## src/rtl/cal_date_sched_pkg.sv

```systemverilog
`default_nettype none
// ============================================================================
// Module   : cal_date_sched_pkg
// Brief    : Shared types, codes and calendar helpers for the date scheduler
// Revision : 1.0 - initial release
// ============================================================================
package cal_date_sched_pkg;

  // Scheduler states: one conversion slot per date field
  typedef enum logic [1:0] {
    ST_IDLE   = 2'd0,
    ST_CONV_Y = 2'd1,
    ST_CONV_M = 2'd2,
    ST_CONV_D = 2'd3
  } state_t;

  // Field select codes for the set interface; code 3 is reserved
  localparam logic [1:0] c_sel_year  = 2'd0;
  localparam logic [1:0] c_sel_month = 2'd1;
  localparam logic [1:0] c_sel_day   = 2'd2;

  // Month lengths
  localparam logic [4:0] c_dim_long  = 5'd31;
  localparam logic [4:0] c_dim_short = 5'd30;
  localparam logic [4:0] c_dim_feb   = 5'd28;
  localparam logic [4:0] c_dim_leap  = 5'd29;

  // Years 2000-2099: every year divisible by 4 is leap, only low bits matter
  function automatic logic is_leap(input logic [1:0] y_lo, input logic leap_en);
    return leap_en && (y_lo == 2'd0);
  endfunction

  // Days in month m for a year whose two low bits are y_lo
  function automatic logic [4:0] dim_of(input logic [3:0] m, input logic [1:0] y_lo,
                                        input logic leap_en);
    case (m)
      4'd2:                      return is_leap(y_lo, leap_en) ? c_dim_leap : c_dim_feb;
      4'd4, 4'd6, 4'd9, 4'd11:   return c_dim_short;
      default:                   return c_dim_long;
    endcase
  endfunction

  // Elaboration-time BCD split, used only for reset digit values
  function automatic logic [7:0] to_bcd(input int unsigned v);
    return {4'(v / 10), 4'(v % 10)};
  endfunction

endpackage
`default_nettype wire

```

## src/rtl/cal_date_sched_if.sv

```systemverilog
`default_nettype none
// ============================================================================
// Module   : cal_date_sched_if
// Brief    : Day-tick / set-control inputs and BCD date outputs
// Revision : 1.0 - initial release
// ============================================================================
interface cal_date_sched_if;
  logic       day_tick;
  logic       set_en;
  logic [1:0] set_sel;
  logic [6:0] set_val;
  logic       set_stb;
  logic       set_err;
  logic       year_wrap;
  logic [3:0] y_t, y_o;
  logic [3:0] m_t, m_o;
  logic [3:0] d_t, d_o;
  logic       bcd_valid;

  modport master (
    output day_tick, set_en, set_sel, set_val, set_stb,
    input  set_err, year_wrap, y_t, y_o, m_t, m_o, d_t, d_o, bcd_valid
  );

  modport slave (
    input  day_tick, set_en, set_sel, set_val, set_stb,
    output set_err, year_wrap, y_t, y_o, m_t, m_o, d_t, d_o, bcd_valid
  );
endinterface
`default_nettype wire

```

## src/rtl/cal_date_sched_sep.sv

```systemverilog
`default_nettype none
// ============================================================================
// Module   : cal_date_sched_sep
// Brief    : WT_SEP_Y binary (0..99) to tens/ones BCD splitter, combinational
// Revision : 1.0 - initial release
// ============================================================================
module cal_date_sched_sep (
  input  wire logic [6:0] i_bin,
  output logic      [3:0] o_tens,
  output logic      [3:0] o_ones
);

  // Constant divisors reduce to small comparator/subtract logic
  always_comb begin
    o_tens = 4'(i_bin / 7'd10);
    o_ones = 4'(i_bin % 7'd10);
  end

endmodule
`default_nettype wire

```

## src/rtl/cal_date_sched.sv

```systemverilog
`default_nettype none
// ============================================================================
// Module   : cal_date_sched
// Brief    : Day/month/year counter (2000-2099) with set control and a
//            scheduler sharing one BCD splitter across the three fields
// Revision : 1.0 - initial release
// ============================================================================
module cal_date_sched
  import cal_date_sched_pkg::*;
#(
  parameter int unsigned YEAR_MAX    = 99,
  parameter int unsigned RESET_YEAR  = 0,
  parameter int unsigned RESET_MONTH = 1,
  parameter int unsigned RESET_DAY   = 1,
  parameter bit          LEAP_EN     = 1'b1
) (
  input  wire logic        clk,
  input  wire logic        rst_n,
  cal_date_sched_if.slave  bus
);

  localparam logic [6:0] c_year_max  = 7'(YEAR_MAX);
  localparam logic [6:0] c_rst_year  = 7'(RESET_YEAR);
  localparam logic [3:0] c_rst_month = 4'(RESET_MONTH);
  localparam logic [4:0] c_rst_day   = 5'(RESET_DAY);
  localparam logic [7:0] c_rst_y_bcd = to_bcd(RESET_YEAR);
  localparam logic [7:0] c_rst_m_bcd = to_bcd(RESET_MONTH);
  localparam logic [7:0] c_rst_d_bcd = to_bcd(RESET_DAY);

  logic [6:0] r_year,  w_year_nxt;
  logic [3:0] r_month, w_month_nxt;
  logic [4:0] r_day,   w_day_nxt;
  logic [4:0] w_dim_cur, w_dim_set;
  logic       w_err, w_wrap, w_change;
  logic       r_set_err, r_year_wrap, r_dirty, r_valid;
  state_t     r_state, w_state_nxt;
  logic [6:0] w_sep_in;
  logic [3:0] w_sep_t, w_sep_o;
  logic [3:0] r_y_t, r_y_o, r_m_t, r_m_o, r_d_t, r_d_o;

  assign w_dim_cur = dim_of(r_month, r_year[1:0], LEAP_EN);

  // Next counter values from either a set strobe or a day tick (set mode drops ticks)
  always_comb begin
    w_year_nxt  = r_year;
    w_month_nxt = r_month;
    w_day_nxt   = r_day;
    w_dim_set   = w_dim_cur;
    w_err       = 1'b0;
    w_wrap      = 1'b0;
    if (bus.set_en) begin
      if (bus.set_stb) begin
        case (bus.set_sel)
          c_sel_year: begin
            if (bus.set_val <= c_year_max) begin
              w_year_nxt = bus.set_val;
              w_dim_set  = dim_of(r_month, bus.set_val[1:0], LEAP_EN);
              if (r_day > w_dim_set) w_day_nxt = w_dim_set;
            end else begin
              w_err = 1'b1;
            end
          end
          c_sel_month: begin
            if (bus.set_val != 7'd0 && bus.set_val <= 7'd12) begin
              w_month_nxt = bus.set_val[3:0];
              w_dim_set   = dim_of(bus.set_val[3:0], r_year[1:0], LEAP_EN);
              if (r_day > w_dim_set) w_day_nxt = w_dim_set;
            end else begin
              w_err = 1'b1;
            end
          end
          c_sel_day: begin
            if (bus.set_val != 7'd0 && bus.set_val <= {2'b00, w_dim_cur}) begin
              w_day_nxt = bus.set_val[4:0];
            end else begin
              w_err = 1'b1;
            end
          end
          default: w_err = 1'b1;
        endcase
      end
    end else if (bus.day_tick) begin
      if (r_day < w_dim_cur) begin
        w_day_nxt = r_day + 5'd1;
      end else begin
        w_day_nxt = 5'd1;
        if (r_month == 4'd12) begin
          w_month_nxt = 4'd1;
          if (r_year == c_year_max) begin
            w_year_nxt = 7'd0;
            w_wrap     = 1'b1;
          end else begin
            w_year_nxt = r_year + 7'd1;
          end
        end else begin
          w_month_nxt = r_month + 4'd1;
        end
      end
    end
  end

  assign w_change = (w_year_nxt != r_year) || (w_month_nxt != r_month) || (w_day_nxt != r_day);

  // Counters and one-cycle status pulses
  always_ff @(posedge clk or negedge rst_n) begin
    if (!rst_n) begin
      r_year      <= c_rst_year;
      r_month     <= c_rst_month;
      r_day       <= c_rst_day;
      r_set_err   <= 1'b0;
      r_year_wrap <= 1'b0;
    end else begin
      r_year      <= w_year_nxt;
      r_month     <= w_month_nxt;
      r_day       <= w_day_nxt;
      r_set_err   <= w_err;
      r_year_wrap <= w_wrap;
    end
  end

  // Scheduler next state: a pending change always restarts from the year slot
  always_comb begin
    w_state_nxt = r_state;
    case (r_state)
      ST_IDLE:   if (r_dirty) w_state_nxt = ST_CONV_Y;
      ST_CONV_Y: w_state_nxt = ST_CONV_M;
      ST_CONV_M: w_state_nxt = ST_CONV_D;
      ST_CONV_D: w_state_nxt = r_dirty ? ST_CONV_Y : ST_IDLE;
      default:   w_state_nxt = ST_IDLE;
    endcase
  end

  // State register, dirty flag and valid flag; a new change beats any clear
  always_ff @(posedge clk or negedge rst_n) begin
    if (!rst_n) begin
      r_state <= ST_IDLE;
      r_dirty <= 1'b0;
      r_valid <= 1'b1;
    end else begin
      r_state <= w_state_nxt;
      if (w_change)
        r_dirty <= 1'b1;
      else if ((r_state == ST_IDLE && r_dirty) || r_state == ST_CONV_D)
        r_dirty <= 1'b0;
      if (w_change)
        r_valid <= 1'b0;
      else if (r_state == ST_CONV_D && !r_dirty)
        r_valid <= 1'b1;
    end
  end

  // Route the field owned by the current slot into the shared splitter
  always_comb begin
    case (r_state)
      ST_CONV_M: w_sep_in = {3'b000, r_month};
      ST_CONV_D: w_sep_in = {2'b00, r_day};
      default:   w_sep_in = r_year;
    endcase
  end

  cal_date_sched_sep u_wt_sep_y (
    .i_bin  (w_sep_in),
    .o_tens (w_sep_t),
    .o_ones (w_sep_o)
  );

  // Each digit pair latches on the edge that leaves its own conversion slot
  always_ff @(posedge clk or negedge rst_n) begin
    if (!rst_n) begin
      {r_y_t, r_y_o} <= c_rst_y_bcd;
      {r_m_t, r_m_o} <= c_rst_m_bcd;
      {r_d_t, r_d_o} <= c_rst_d_bcd;
    end else begin
      case (r_state)
        ST_CONV_Y: {r_y_t, r_y_o} <= {w_sep_t, w_sep_o};
        ST_CONV_M: {r_m_t, r_m_o} <= {w_sep_t, w_sep_o};
        ST_CONV_D: {r_d_t, r_d_o} <= {w_sep_t, w_sep_o};
        default: ;
      endcase
    end
  end

  assign bus.set_err   = r_set_err;
  assign bus.year_wrap = r_year_wrap;
  assign bus.bcd_valid = r_valid;
  assign bus.y_t       = r_y_t;
  assign bus.y_o       = r_y_o;
  assign bus.m_t       = r_m_t;
  assign bus.m_o       = r_m_o;
  assign bus.d_t       = r_d_t;
  assign bus.d_o       = r_d_o;

endmodule
`default_nettype wire

```

## src/flat_wrapper.sv

```systemverilog
// flat-port wrapper written by rule: the top's interface ports become plain ports
module cal_date_sched_flat import cal_date_sched_pkg::*;
#(
  parameter int unsigned YEAR_MAX    = 99,
  parameter int unsigned RESET_YEAR  = 0,
  parameter int unsigned RESET_MONTH = 1,
  parameter int unsigned RESET_DAY   = 1,
  parameter bit          LEAP_EN     = 1'b1
)
  (clk, rst_n, bus_day_tick, bus_set_en, bus_set_sel, bus_set_val, bus_set_stb, bus_set_err, bus_year_wrap, bus_y_t, bus_y_o, bus_m_t, bus_m_o, bus_d_t, bus_d_o, bus_bcd_valid);
  cal_date_sched_if bus_i ();
  input  wire logic clk;
  input  wire logic rst_n;
  input wire logic [$bits(bus_i.day_tick)-1:0] bus_day_tick;
  input wire logic [$bits(bus_i.set_en)-1:0] bus_set_en;
  input wire logic [$bits(bus_i.set_sel)-1:0] bus_set_sel;
  input wire logic [$bits(bus_i.set_val)-1:0] bus_set_val;
  input wire logic [$bits(bus_i.set_stb)-1:0] bus_set_stb;
  output wire logic [$bits(bus_i.set_err)-1:0] bus_set_err;
  output wire logic [$bits(bus_i.year_wrap)-1:0] bus_year_wrap;
  output wire logic [$bits(bus_i.y_t)-1:0] bus_y_t;
  output wire logic [$bits(bus_i.y_o)-1:0] bus_y_o;
  output wire logic [$bits(bus_i.m_t)-1:0] bus_m_t;
  output wire logic [$bits(bus_i.m_o)-1:0] bus_m_o;
  output wire logic [$bits(bus_i.d_t)-1:0] bus_d_t;
  output wire logic [$bits(bus_i.d_o)-1:0] bus_d_o;
  output wire logic [$bits(bus_i.bcd_valid)-1:0] bus_bcd_valid;
  assign bus_i.day_tick = bus_day_tick;
  assign bus_i.set_en = bus_set_en;
  assign bus_i.set_sel = bus_set_sel;
  assign bus_i.set_val = bus_set_val;
  assign bus_i.set_stb = bus_set_stb;
  assign bus_set_err = bus_i.set_err;
  assign bus_year_wrap = bus_i.year_wrap;
  assign bus_y_t = bus_i.y_t;
  assign bus_y_o = bus_i.y_o;
  assign bus_m_t = bus_i.m_t;
  assign bus_m_o = bus_i.m_o;
  assign bus_d_t = bus_i.d_t;
  assign bus_d_o = bus_i.d_o;
  assign bus_bcd_valid = bus_i.bcd_valid;
  cal_date_sched #(.YEAR_MAX(YEAR_MAX), .RESET_YEAR(RESET_YEAR), .RESET_MONTH(RESET_MONTH), .RESET_DAY(RESET_DAY), .LEAP_EN(LEAP_EN)) u_core (.clk(clk), .rst_n(rst_n), .bus(bus_i));
endmodule
```

## config.mk

```make
export PLATFORM = sky130hd
export DESIGN_NAME = cal_date_sched_flat
export DESIGN_NICKNAME = d
export VERILOG_FILES = /design/src/rtl/cal_date_sched_pkg.sv /design/src/rtl/cal_date_sched_if.sv /design/src/rtl/cal_date_sched_sep.sv /design/src/rtl/cal_date_sched.sv /design/src/flat_wrapper.sv
export SDC_FILE = /design/constraint.sdc
export NUM_CORES = 1
export LEC_CHECK = 0
export CORE_MARGIN = 10
export CORE_UTILIZATION = 62
export DETAILED_ROUTE_END_ITERATION = 8
export GPL_TIMING_DRIVEN = 1
export HOLD_SLACK_MARGIN = 0.05
export MAX_ROUTING_LAYER = met4
export PLACE_DENSITY = 0.86
export SYNTH_ARGS = -nofsm -noshare
export SYNTH_HDL_FRONTEND = slang
export SYNTH_SLANG_ARGS = --single-unit
export TNS_END_PERCENT = 1
```

## constraint.sdc

```tcl
create_clock -name clk -period 8.7 [get_ports clk]
set_input_delay 1.305 -clock clk [delete_from_list [all_inputs] [get_ports clk]]
set_output_delay 1.305 -clock clk [all_outputs]
set_load 0.02 [all_outputs]
```

---- After elaboration in Yosys (flattened, before gate mapping) ----
Index checks and enable logic that the tools add are counted.
storage, ports and cells
  bits in registers ....................... 46
  bits in latches ......................... 0
  bits in writable memories ............... 0
  ROM bits ................................ 0
  input port bits ......................... 14
  output and inout port bits .............. 27
  memories kept ........................... 0
cells by class
  $add $sub $neg .......................... 3
  multipliers ............................. 0
  div/mod/pow operators ................... 2
  magnitude comparators ................... 6
  equality and inequality tests ........... 21
  shifts and indexed selects .............. 0
  mux-type cells .......................... 57
  bitwise operators ....................... 0
  reduce and logical (&&, ||, !) cells .... 17
operator list
  operator             number
  $mux 5               17
  $mux 7               8
  $mux 4               7
  $eq 4x4->1 const B   5
  $pmux 5 s2           2
  $mux 1               17
  $eq 4x3->1 const B   4
  $pmux 5 s3           1
  $pmux 7 s2           1
  $gt 5x5->1           2
  $eq 4x2->1 const B   2
  $logic_not 2->1      4
  $pmux 2 s4           1
  $reduce_or 4->1      2
  $add 7x1->7 const B  1
  $div 7x4->7 const B  1
  $eq 7x7->1 const B   1
  $le 7x4->1 const B   1
  $le 7x5->1           1
  $le 7x7->1 const B   1
  $mod 7x4->7 const B  1
  $ne 7x7->1           1
  $reduce_bool 7->1    1
  $eq 2x2->1 const B   3
  other kinds (14)     21

---- Longest topological paths before layout ----
  depth after elaboration ................. 16
  gate-level depth with buffers ........... 26
  depth with buffers taken out ............ 23

---- By module ----
Synthesis repeated with hierarchy kept, for this count alone.
unflattened totals
  cell total of the unflattened synthesis .. 449
  area, all modules ....................... 3867.5 um^2
modules (own cells, without submodules)
  module              instances  cells each  area each (um^2)  sequential area each (um^2)
  cal_date_sched      1          389         3419.5            1157.4
  cal_date_sched_sep  1          60          447.9             0.0

---- Least setup slack after synthesis ----
Ideal clock, no wire load.
  kind .................................... register to register
  from .................................... register u_core.r_state[0]
  to ...................................... register u_core.r_m_o[3] (netlist: u_core.bus.m_o[3])
  library setup time ...................... 0.110 ns
  arrival time ............................ 4.844 ns
  required time ........................... 8.590 ns
  setup slack ............................. 3.745 ns
  cell stages (with the launch flop) ...... 26
  buffers on the path ..................... 3
  period minus slack after synthesis ...... 4.955 ns
  cell sequence ........................... dfrtp_1 inv_1 ha_1 a22o_1 or2_1 buf_6 ha_1 a21oi_1 o21a_1 nand2_1 o311ai_2 inv_1 ha_1 nand3_1 nand2_1 a21oi_2 xnor2_1 inv_1 ha_1 buf_1 o21a_1 o22ai_1 o2bb2ai_2 o21a_1 buf_6 o41ai_1
on the way
  longest elaborated chain between the ends .. 3
  elaborated cells on any way between the ends .. 4
  classes of those cells .................. 1 x div; 2 x eq/ne; 1 x mux
RTL lines
  item                                  RTL line                                      RTL
  from (decl)                           cal_date_sched.sv:36                          state_t r_state, w_state_nxt;
  from (signal assigned)                cal_date_sched.sv:140                         r_state <= w_state_nxt;
  $eq 2x2->1, on equally long branches  cal_date_sched.sv:154, cal_date_sched.sv:174
  $pmux 7 s2                            cal_date_sched.sv:154                         case (r_state)
  $mod 7x4->7                           cal_date_sched_sep.sv:16                      o_ones = 4'(i_bin % 7'd10);
  to (signal assigned)                  cal_date_sched.sv:171                         {r_m_t, r_m_o} <= c_rst_m_bcd;
  to (signal assigned)                  cal_date_sched.sv:176                         ST_CONV_M: {r_m_t, r_m_o} <= {w_sep_t, w_sep_o};
  to (decl)                             cal_date_sched.sv:39                          logic [3:0] r_y_t, r_y_o, r_m_t, r_m_o, r_d_t, r_d_o;
Several ways; a longest one is shown, not always the timed one.
A chain may end at the register's enable or synchronous reset.

---- Worst setup path in the final report ----
  from .................................... register u_core.r_state[0]
  to ...................................... register u_core.r_d_o[1] (netlist: u_core.bus.d_o[1])
on the way
  longest elaborated chain between the ends .. 3
  elaborated cells on any way between the ends .. 4
  classes of those cells .................. 1 x div; 2 x eq/ne; 1 x mux
RTL lines
  item                                  RTL line                                      RTL
  $eq 2x2->1, on equally long branches  cal_date_sched.sv:154, cal_date_sched.sv:174
  $pmux 7 s2                            cal_date_sched.sv:154
  $mod 7x4->7                           cal_date_sched_sep.sv:16
  to (signal assigned)                  cal_date_sched.sv:172                         {r_d_t, r_d_o} <= c_rst_d_bcd;
  to (signal assigned)                  cal_date_sched.sv:177                         ST_CONV_D: {r_d_t, r_d_o} <= {w_sep_t, w_sep_o};
  to (decl)                             cal_date_sched.sv:39
Several ways; a longest one is shown, not always the timed one.

==> metrics <==
run status=finished, final reports clean; CP required=8.89 ns; Sum Neg Setup Slack=0 ns; synthesized flop and latch total=46; sequential share of the synthesized area=29.3%; Port Buffer Count=40; met2 usage=33.7%; WL per Instance=18.8 um; startpoint type of the worst setup path=register; final core utilization=69.7%; Setup CP Type=reg -> reg; post-synthesis net count=between 500 and 600; post-CTS sizing=0; Worst Path Arrival=6.21 ns; Core ar.=6280 sq um; CP Launch Point=u_core.r_state[0]; Die Y=99.8 um; Setup WS post-layout=2.68 ns; DRT Pass-1 Iters=5; GR peak layer=met2; Setup WS pre-CTS=2.78 ns; Max Cap Violations=0; Post-synth EDFFs=0; met3 GRT Util=around 3.1%; post-route minimum period=6.02 ns; Post-Syn Area=about 3900 sq um; antenna cells=0; vias per cell=6.68; postcts setup bufs=0; P&R area growth vs syn=11.0%; first-pass GRT wire length=18,000 um; leading cell types in the layout, fill and taps excluded=nand2_1 (56), nor2_1 (41), dfrtp_1 (41), clkdlybuf4s50_1 (39), a21oi_1 (34); GRT Resource Usage Total=22.0%; initial antenna violation count=0; hold_buf cts=0; worst skew pair latency=0.31 ns; clock root cell=clkbuf_8; final setup fails=0; CTS tree=done; Syn Area/Cell=8.12 sq um; commonest non-fill, non-tap cell in the layout=nand2_1; Die Wd=about 100 um; Reg clk slew, reported paths=around 0.10 ns; peak supply drop=0.274 mV; Critical Path Sink Type=register; Remaining DRCs=0; fin nets=537; htree depth=2; Iter 0 DRT Violations=316; die area=9950 sq um; initial core utilization=a little over three fifths; I/O pins=about 40; CP Max Fanout=22; Remaining Overflow, GRT=0; Primary FF master, synth=dfrtp_1; final hold vios=0; CTS sink count=46; Num CTS Buffers=5; Peak Freq=approximately 170 MHz; clk buf depth=2; Mapped Cells=486; post-route cell area=4380 sq um; biggest area consumer among synthesized cells=dfrtp_1; post-DP HPWL=7970 um; ys async rst share=100%; max_slew headroom=roughly a third; Area contributors post-synth=dfrtp_1 (26%), ha_1 (7.0%), nand2_1 (5.3%); final slew viol count=0; fin cells=579; pwr/cell area=353 nW/um^2; final clock skew=0.00638 ns; Yosys top cell area share=26.0%; row cnt=29; layout cells sized above 1=9.36%; library cells used by synthesis=85; dpl cells=between 500 and 600; worst min path class=reg -> reg; Placer Congestion=roughly 0.93; wirelength, routed=between 10,000 and 15,000 um; antenna viol nets, final=0; Yosys Warn Count=0; worst r2r src=u_core.r_state[0]; Slew @ Worst Pin=between 1 and 1.5 ns; area of placed instances=4280 sq um; met1 Usage GRT=30.1%; hold path startpoint=u_core.bus.y_t[2]; leakage=0.00180 uW; unrepaired setup endpoints after global routing=no; vias in the first global route=about 3,600; Tcrit/Tclk final=69.2%; largest net degree at the start of global routing=47; detailed-route via count=around 3,900
## synth_stat cells (all sizes together), types with 6 or more instances
master,instances
ha,22
o2111ai,8
clkbuf,22
and2,6
and3,7
o22ai,6
o211ai,6
o21ai,31
buf,12
nor2b,10
a31oi,9
nand3,10
nand2b,7
nor2,41
a21oi,35
nand2,56
xor2,7
inv,27
dfrtp,41
## cell type report
| type | instances | area (sq um) |
|---|---|---|
| clock buffers | 5 | 68.8 |
| clock inverters | 3 | 28.8 |
| fillers | 506 | 1900 |
| inverters | 27 | 101 |
| multi-input cells | 379 | 2510 |
| flip-flops and latches | 46 | 1160 |
| well taps | 77 | 96.3 |
| repair buffers | 42 | 410 |
## flip-flops by register name, summed over array words and instances, names as in the netlist, 2 cells and up
signal          count
u_core.r_state      2
u_core.bus.d_t      4
u_core.bus.m_o      4
u_core.r_day        5
u_core.bus.y_t      4
u_core.bus.y_o      4
u_core.bus.m_t      4
u_core.r_month      4
u_core.bus.d_o      4
u_core.r_year       7
## report_power, final
group,internal [uW],switching [uW],leakage [uW]
clock,60.3,87.9,0.0000506
combinational,407,617,0.00120
sequential,292,82.6,0.000547
## cells by family after synthesis
kind of cell	count (synthesis)	synth area share, %
buffers and inverters	61	6.91
DFF	46	29.3
and+or+nand+nor	173	22.0
AOI/OAI and AO/OA	166	30.4
muxes	8	2.16
adders and majority gates	22	6.98
xor gates and xnor gates	10	2.22
## worst max-delay path, stage by stage (launching register included)
cell,delay (ns)
dfrtp_1,0.43
inv_1,0.16
ha_1,0.72
a22o_1,0.32
or2_1,0.29
ha_1,0.24
a21oi_1,0.08
a2111oi_0,0.42
o21ai_0,0.15
o311ai_2,0.19
inv_1,0.14
ha_1,0.24
nand3_1,0.07
nand2_1,0.08
a21oi_2,0.42
xnor2_1,0.21
inv_1,0.09
ha_1,0.29
o21a_1,0.16
o22ai_1,0.13
nor4_4,0.53
o21a_1,0.37
o211ai_1,0.15
## stage by stage
stage,total power [uW],hold WS [ns]
4_1_cts,1540,0.499
2_1_floorplan,1160,0.492
3_5_place_dp,1380,0.476
3_3_place_gp,1350,0.473
5_1_grt,1670,0.532
6_report,1550,0.494
## path summary, 6_finish.rpt
| check | to | slack [ns] | cells after the start |
|---|---|---|---|
| setup reg to reg | u_core.bus.d_o[1] | 2.68 | 22 |
| min in group asynchronous | u_core.bus.y_o[0] | 1.15 | 1 |
| hold reg to reg | u_core.bus.y_t[2] | 0.49 | 1 |
| setup / recovery | u_core.bus.d_o[1] | 2.68 | 22 |
| max in group asynchronous | u_core.r_day[3] | 6.93 | 1 |
| hold / removal | u_core.bus.y_t[2] | 0.49 | 1 |
## layer usage
metal	part of all wire [%]	wire (um)	vias up
met3	6.9	755	11
li1	-	-	1828
met1	45	4910	1861
met5	0	0	-
met2	47	5110	169
met4	0.83	90	0
Power figures use the tool's default switching activity.
